### config.mk
export PLATFORM = sky130hd
export DESIGN_NAME = da_shift_accumulator
export DESIGN_NICKNAME = d
export VERILOG_FILES = /design/src/rtl/da_shift_accumulator.sv
export SDC_FILE = /design/constraint.sdc
export NUM_CORES = 1
export LEC_CHECK = 0
export BUFFER_PORTS_ARGS = -buffer_cell sky130_fd_sc_hd__clkbuf_2
export CORE_MARGIN = 5
export CORE_UTILIZATION = 60
export DETAILED_ROUTE_END_ITERATION = 7
export HOLD_SLACK_MARGIN = 0.02
export PLACE_DENSITY = 0.88
export SLEW_MARGIN = 20
export SYNTH_ARGS = -nofsm -noshare
export SYNTH_HDL_FRONTEND = slang
export SYNTH_SLANG_ARGS = --single-unit
### constraint.sdc
create_clock -name clk -period 3.82 [get_ports clk]
set_input_delay 0.382 -clock clk [delete_from_list [all_inputs] [get_ports clk]]
set_output_delay 0.382 -clock clk [all_outputs]
set_load 0.01 [all_outputs]
### src/rtl/da_shift_accumulator.sv
// Bit-serial shift-accumulate stage fed by the distributed-arithmetic LUT.
// One signed LUT partial sum arrives per activation bit-plane, LSB first. Each beat is
// sign-corrected by the tap-0 activation bit, weighted by 2^t and accumulated, with the
// MSB plane subtracted (two's-complement). One dot product per pixel leaves on a
// valid/ready handshake.
//
// Optional feature macro: DA_OFFSET_CORR_EN
//   defined   : result = acc - sext(offset), offset sampled on the t == 0 beat
//   undefined : offset port ignored, result is the raw shift-accumulated sum

module da_shift_accumulator #(
  parameter int DATA_WIDTH_A = 16,
  parameter int DATA_WIDTH_B = 16,
  parameter int K            = 9,
  parameter int LUT_WIDTH    = DATA_WIDTH_B + $clog2(K),
  localparam int ACC_WIDTH   = LUT_WIDTH + 1 + DATA_WIDTH_A
) (
  input  logic                        clk,
  input  logic                        rst,
  input  logic                        in_valid,
  output logic                        in_ready,
  input  logic signed [LUT_WIDTH:0]   lut_out,
  input  logic                        a0,
  input  logic [7:0]                  t,
  input  logic signed [LUT_WIDTH:0]   offset,
  output logic                        out_valid,
  input  logic                        out_ready,
  output logic signed [ACC_WIDTH-1:0] acc_out,
  output logic                        seq_err
);

  typedef enum logic [1:0] {StIdle, StAccum, StDone} state_e;

  localparam logic [7:0] LastT = 8'(DATA_WIDTH_A - 1);

  state_e                      state_q, state_d;
  logic [7:0]                  exp_t_q, exp_t_d;
  logic signed [ACC_WIDTH-1:0] acc_q, acc_d;
  logic signed [ACC_WIDTH-1:0] acc_out_q, acc_out_d;
  logic                        out_valid_q, out_valid_d;
  logic                        seq_err_q, seq_err_d;

  logic                        accept;
  logic                        is_first;
  logic                        is_last;
  logic signed [ACC_WIDTH-1:0] lut_ext;
  logic signed [ACC_WIDTH-1:0] s_ext;
  logic signed [ACC_WIDTH-1:0] term;
  logic signed [ACC_WIDTH-1:0] signed_term;
  logic signed [ACC_WIDTH-1:0] corr;
  logic                        load_start;
  logic                        do_finish;
  logic signed [ACC_WIDTH-1:0] fin_val;

  // Handshake: a pending result blocks new beats unless it drains this cycle.
  assign in_ready  = !out_valid_q || out_ready;
  assign accept    = in_valid && in_ready;

  assign out_valid = out_valid_q;
  assign acc_out   = acc_out_q;
  assign seq_err   = seq_err_q;

  // Per-beat term: tap-0 sign fix, then binary weight. Negation happens after sign
  // extension so the most negative LUT value cannot overflow.
  always_comb begin
    lut_ext     = ACC_WIDTH'(lut_out);
    s_ext       = a0 ? lut_ext : -lut_ext;
    term        = s_ext <<< t;
    is_first    = (t == 8'd0);
    is_last     = (t == LastT);
    signed_term = is_last ? -term : term;
  end

`ifdef DA_OFFSET_CORR_EN
  logic signed [ACC_WIDTH-1:0] offset_q, offset_d;

  // Offset is captured on the first plane; when the first plane is also the last
  // (single-bit activations) the live port value is used directly.
  always_comb begin
    offset_d = offset_q;
    if (load_start) begin
      offset_d = ACC_WIDTH'(offset);
    end
    corr = is_first ? ACC_WIDTH'(offset) : offset_q;
  end

  // Offset register.
  always_ff @(posedge clk or posedge rst) begin
    if (rst) begin
      offset_q <= '0;
    end else begin
      offset_q <= offset_d;
    end
  end
`else
  logic unused_offset;
  assign unused_offset = ^offset;
  assign corr          = '0;
`endif

  // Next-state logic: sequence checking, accumulation and result capture.
  always_comb begin
    state_d     = state_q;
    exp_t_d     = exp_t_q;
    acc_d       = acc_q;
    acc_out_d   = acc_out_q;
    out_valid_d = out_valid_q;
    seq_err_d   = 1'b0;
    load_start  = 1'b0;
    do_finish   = 1'b0;
    fin_val     = acc_q;

    if (out_valid_q && out_ready) begin
      out_valid_d = 1'b0;
    end

    unique case (state_q)
      StIdle: begin
        if (accept) begin
          if (is_first) begin
            load_start = 1'b1;
          end else begin
            seq_err_d = 1'b1;
          end
        end
      end

      StAccum: begin
        if (accept) begin
          if (t == exp_t_q) begin
            if (is_last) begin
              do_finish = 1'b1;
              fin_val   = acc_q + signed_term;
            end else begin
              acc_d   = acc_q + signed_term;
              exp_t_d = exp_t_q + 8'd1;
            end
          end else begin
            // Out-of-order plane: drop the partial, but a fresh t == 0 restarts at once.
            seq_err_d = 1'b1;
            if (is_first) begin
              load_start = 1'b1;
            end else begin
              state_d = StIdle;
              exp_t_d = 8'd0;
              acc_d   = '0;
            end
          end
        end
      end

      StDone: begin
        if (out_ready) begin
          state_d = StIdle;
          exp_t_d = 8'd0;
          if (accept) begin
            if (is_first) begin
              load_start = 1'b1;
            end else begin
              seq_err_d = 1'b1;
            end
          end
        end
      end

      default: begin
        state_d = StIdle;
        exp_t_d = 8'd0;
      end
    endcase

    if (load_start) begin
      if (is_last) begin
        // Single-plane activations: the only beat is the MSB.
        do_finish = 1'b1;
        fin_val   = signed_term;
      end else begin
        acc_d   = signed_term;
        exp_t_d = 8'd1;
        state_d = StAccum;
      end
    end

    if (do_finish) begin
      acc_out_d   = fin_val - corr;
      out_valid_d = 1'b1;
      state_d     = StDone;
      exp_t_d     = 8'd0;
      acc_d       = '0;
    end
  end

  // State, accumulator and output registers.
  always_ff @(posedge clk or posedge rst) begin
    if (rst) begin
      state_q     <= StIdle;
      exp_t_q     <= 8'd0;
      acc_q       <= '0;
      acc_out_q   <= '0;
      out_valid_q <= 1'b0;
      seq_err_q   <= 1'b0;
    end else begin
      state_q     <= state_d;
      exp_t_q     <= exp_t_d;
      acc_q       <= acc_d;
      acc_out_q   <= acc_out_d;
      out_valid_q <= out_valid_d;
      seq_err_q   <= seq_err_d;
    end
  end

endmodule

==> impl_results.md, run 1 <==
* Failed at: 5_1_grt
* Clk sink count at 86
* Post-synth ARST share at 1.00
* Flops & latches, synth at 86
* Ports at 95
* First-pass GRT wire length at 114,000 µm
* Post-DP HPWL at 33,200 µm
* Post-Syn Area at 9930 µm²
* Vias in the first global route at 18,546
* Register area share after synthesis at 0.217
* CTS buffer count at 9
* CTS max path bufs at 2
* Synth Net Count at 1,446
* Die height at 139 µm
* Total GRT Usage at 0.744
* Post-Syn Area per Cell at ~7.4 µm²
* Die Wd at 139 µm
* Yosys cell types at a little under 100
* YS warnings at 0
* Total congestion overflow at 130
* Initial Utilization at 0.605
* Error msg: [ERROR GRT-0116] Global routing finished with congestion. Check the congestion regions in the DRC Viewer.
* Number of flops mapped to enable cells by yosys at 0
* Pin count of the biggest net entering global routing at 62
* Cell count after synthesis at 1,351
* Post-synth top flop: dfrtp_1
* Port-buffer cells at 73
* Outcome: stopped before the end
* Hold-fix buffers, CTS at 0
* Clk root buf: clkbuf_16
* Htree depth at 3
* GPL Wtd Cong at 1.13
* Row Count at 47
* DP Cell Count at 1,986
==> synthesized netlist by cell type (all sizes together) (7+ instances only) <==
library cell	number	area (µm²)
a211o	9	78.8
a211oi	23	178
a21o	23	174
a21oi	97	485
a221oi	25	219
a22oi	12	90.1
a311oi	8	82.6
a31oi	17	106
and2	17	106
buf	21	116
clkbuf	70	263
dfrtp	86	2150
ha	39	488
inv	31	116
mux2	9	105
mux2i	16	160
nand2	188	706
nand2b	19	119
nand3	35	175
nand4	21	138
nor2	140	526
nor2b	13	81.3
nor3	50	250
nor3b	7	52.6
nor4	21	214
nor4b	8	100
o211ai	15	118
o21a	7	52.6
o21ai	81	413
o21bai	11	82.6
o22ai	21	131
o31ai	13	103
o41ai	7	80.1
or2	13	81.3
or3	11	68.8
or4	8	63.8
xnor2	42	375
xor2	21	184
==> metrics by stage <==
stage | cell area [µm²] | setup WS, ns
after CTS | 15100 | -1.99
after detailed placement | 13700 | -2.49
after global placement | 13700 | -1.92
after floorplan | 10200 | -1.71
==> metal layers <==
layer	track usage	overflow
met4	0.773	59
met1	0.746	3
met3	0.596	2
met2	0.900	65
met5	0.118	1
==> timing repair <==
item                       4_1_cts
gates cloned                     1
pin swaps                       43
setup buffers                   39
resized for setup              149
setup endpoints to repair       59
==> kinds of logic after synthesis <==
logic type                 Yosys count  share of synthesized area
adders and majority gates           40                     0.0511
muxes                               26                     0.0290
and+or+nand+nor                    577                      0.291
buffers and inverters              125                     0.0510
xor gates and xnor gates            63                     0.0563
DFF                                 86                      0.217
AOI/OAI and AO/OA                  434                      0.305
==> run 2, diff against run 1 <==
--- a/config.mk
+++ b/config.mk
@@ -7,10 +7,9 @@
 export LEC_CHECK = 0
 export BUFFER_PORTS_ARGS = -buffer_cell sky130_fd_sc_hd__clkbuf_2
 export CORE_MARGIN = 5
-export CORE_UTILIZATION = 60
+export CORE_UTILIZATION = 40
 export DETAILED_ROUTE_END_ITERATION = 7
-export HOLD_SLACK_MARGIN = 0.02
-export PLACE_DENSITY = 0.88
+export PLACE_DENSITY_LB_ADDON = 0.15
 export SLEW_MARGIN = 20
 export SYNTH_ARGS = -nofsm -noshare
 export SYNTH_HDL_FRONTEND = slang
==> run 2 against run 1 <==
Compared with the run above:
- the flow now finishes, with violations (setup timing)
- synthesized cell count unchanged
- synthesized area unchanged
==> impl_results.md, run 2 <==
* Most common cell after layout, fill and taps aside: buf_4
* Layout cell share with drive strength beyond 1 at 0.478
* Core region area at roughly 24,000 µm²
* Synth Area in Simple Gates at 0.291 (unchanged)
* CTS max path bufs at 2 (unchanged)
* Row Count at 57 (was 47)
* DR vias/cell at 5.79
* Final nets at between 1,500 and 2,000
* CP Launch Type: input pin
* CP Class: input pin to flip-flop
* Peak VDD IR at 0.206 mV
* Synthesized-area fraction occupied by adder cells at 0.0511 (unchanged)
* RSZ-0062 raised after global routing: yes
* Vias at roughly 13,000
* Register-to-Register Setup Slack at 0.54 ns
* Flops & latches, synth at 86 (unchanged)
* Area Overhead vs Synth at 64.5%
* Final slew viol count at 0
* P_leak at 7.69 nW
* GPL Wtd Cong at 0.988 (was 1.13)
* Top-count cell post-synth: nand2_1 (unchanged)
* Mux share of post-synthesis cell area at 0.0290 (unchanged)
* Combinational share of power at 0.432
* Clk root buf: clkbuf_16 (unchanged)
* Largest area contributor in the netlist: dfrtp_1 (unchanged)
* Post-synth top flop: dfrtp_1 (unchanged)
* Psw at 0.00119 W
* Slew @ Worst Pin at 1.02 ns
* Top cells by count, synth: 188 x nand2_1, 140 x nor2_1, 97 x a21oi_1 (unchanged)
* Power per standard cell area at about 210 nW/µm²
* Total GRT Usage at 0.270
* Fin crit period at 5.73 ns
* Pre-CTS WS at -2.24 ns (was -2.49 ns)
* Pin count of the biggest net entering global routing at 47
* Final Cycle Share at 1.50
* Clk sink count at 86 (unchanged)
* Switching Fraction at 0.348
* Fillers at 2,084
* Register area share after synthesis at 0.217 (unchanged)
* Critical path required time at around 4.1 ns
* Post-DRT Antenna Nets at 0
* Clock Latency Late Sink at between 0.3 and 0.4 ns
* Htree depth at 3 (unchanged)
* CTS buffer count at 9 (unchanged)
* # setup viols final at 54
* Final Hold Viols at 0
* R2R cell count at 14
* Cell count after synthesis at 1,351 (unchanged)
* Area fraction in compound gates after synthesis at 0.305 (unchanged)
* Average routed wire per standard cell at 18.6 µm
* Crit Path Max Fanout at 6
* Post-synth ARST share at 1.00 (unchanged)
* Initial Utilization at 0.407 (was 0.605)
* Die Wd at 168 µm (was 139 µm)
* Critical Path Slowest Stage Cell: or4_4
* Clock power frac at 0.285
* First drt pass iteration count at 5
* Die height at 168 µm (was 139 µm)
* CTS clock-pin slew for the worst setup and hold paths at 0.08 ns
* Setup TNS at -62.58 ns
* Area share of the largest cell type after synthesis at 0.217 (unchanged)
* Max-Slew Margin vs Limit at 0.315
* Antenna violations before repair at 0
* Capturing element type of the critical path: flip-flop
* Post-Syn Area per Cell at 7.35 µm² (unchanged)
* Top post-synthesis cells by area: dfrtp_1 22%, nand2_1 7.1%, nor2_1 5.3% (unchanged)
* P_int at 0.00222 W
* Outcome: finished with violations (was stopped before the end)
* CP max stage delay at 0.62 ns
* Hold-fix buffers, CTS at 0 (unchanged)
* CTS tree: done
* Post-DP HPWL at 30,900 µm (was 33,200 µm)
* Fmax at ~0.17 GHz
* Max Cap Viol at 0
* Total power at 0.00340 W
* Fin worst setup slack at -1.91 ns
* DRC at 0
* Clock Skew at ~0.01 ns
* Share of total power in sequential cells at 0.283
* Most frequent cells in the layout: 486 x buf_4, 171 x nand2_1, 123 x nor2_1
* Post-Syn Area at 9930 µm² (unchanged)
* Post-Route Utilization at 0.670
* CP dominant cell by count: a21oi_2
* Initial DRC Count at 995
* Largest family of logic cells by synthesized area: compound AO/OA/AOI/OAI gates (unchanged)
* Diodes inserted at 0
* Yosys cell types at 98 (unchanged)
* Die Area at 28,100 µm²
* Failing checks: setup timing
* Total congestion overflow at 0
* Port-buffer cells at 73 (unchanged)
* YS warnings at 0 (unchanged)
* Post-synthesis xor/xnor area fraction at 0.0563 (unchanged)
* Vias in the first global route at 12,126
* Hold Crit Class: input pin to async pin
* First-pass GRT wire length at 63,000 µm
* Synth Net Count at 1,446 (unchanged)
* Drt total wl at 41,000 µm
* Data arrival, critical path at a little under 6 ns
* Number of flops mapped to enable cells by yosys at 0 (unchanged)
* Ports at 95 (unchanged)
-- run 2: final cells by class --
class | count | area [µm²] | area share
flip-flops and latches | 86 | 2150 | 0.132
repair buffers | 600 | 4590 | 0.281
clock buffers | 10 | 239 | 0.0146
clock inverters | 6 | 75.1 | 0.00459
inverters | 34 | 138 | 0.00842
multi-input cells | 1140 | 8740 | 0.535
well taps | 324 | 405 | 0.0248
-- run 2: power by group through the flow --
stage	Clock [W]	Combinational, W	Sequential, W
after floorplan	0	0.000596	0.000969
after global placement	0	0.00119	0.000975
after detailed placement	0	0.00121	0.000975
after CTS	0.000987	0.00125	0.000958
after global routing	0.00102	0.00157	0.000965
final	0.000971	0.00147	0.000963
-- run 2: timing repair --
item,CTS,global route
pin swaps,31,155
setup endpoints to repair,57,59
setup buffers,17,47
gates resized for setup,34,255
-- run 2: path summary, 6_finish.rpt --
check | startpoint | endpoint
max in group asynchronous | rst | acc_out[7]
setup / recovery | lut_out[3] | acc_out[35]
hold reg to reg | acc_out[17] | acc_out[17]
setup reg to reg | acc_q[1] | acc_out[35]
min in group clk | out_ready | state_q[1]
hold / removal | rst | acc_out[26]
-- run 2: logic make-up (layout without fill, tap and decap cells) --
| family | Yosys count | in the layout |
|---|---|---|
| and+or+nand+nor | 577 | 577 |
| AOI/OAI and AO/OA | 434 | 434 |
| buffers and inverters | 125 | 650 |
| DFF | 86 | 86 |
| xor gates and xnor gates | 63 | 63 |
| adders and majority gates | 40 | 40 |
| muxes | 26 | 26 |
-- run 2: through the flow --
step	std cells	instance area, µm²	hold slack [ns]
6_report	2200	16300	0.0516
4_1_cts	2167	14800	0.0606
3_3_place_gp	2135	14200	0.437
2_1_floorplan	1351	10200	0.507
3_5_place_dp	2135	14200	0.441
5_1_grt	2200	16300	0.105
-- run 2: worst max-delay path: cells and delay by family --
kind / cells / cell delay, ns
and+or+nand+nor: 7 / 1.51
adders and majority gates: 1 / 0.29
buffers and inverters: 4 / 0.61
xor gates and xnor gates: 2 / 0.34
muxes: 1 / 0.26
AOI/OAI and AO/OA: 14 / 2.57
-- run 2: metal layers --
metal  part of all wire  up-vias  global-route usage
met5                  0        -                   0
met4              0.040        0               0.110
met3              0.042      112              0.0236
met2               0.49      421               0.467
met1               0.42     6113               0.347
li1                   -     6081                   -
Power figures use the tool's default switching activity.
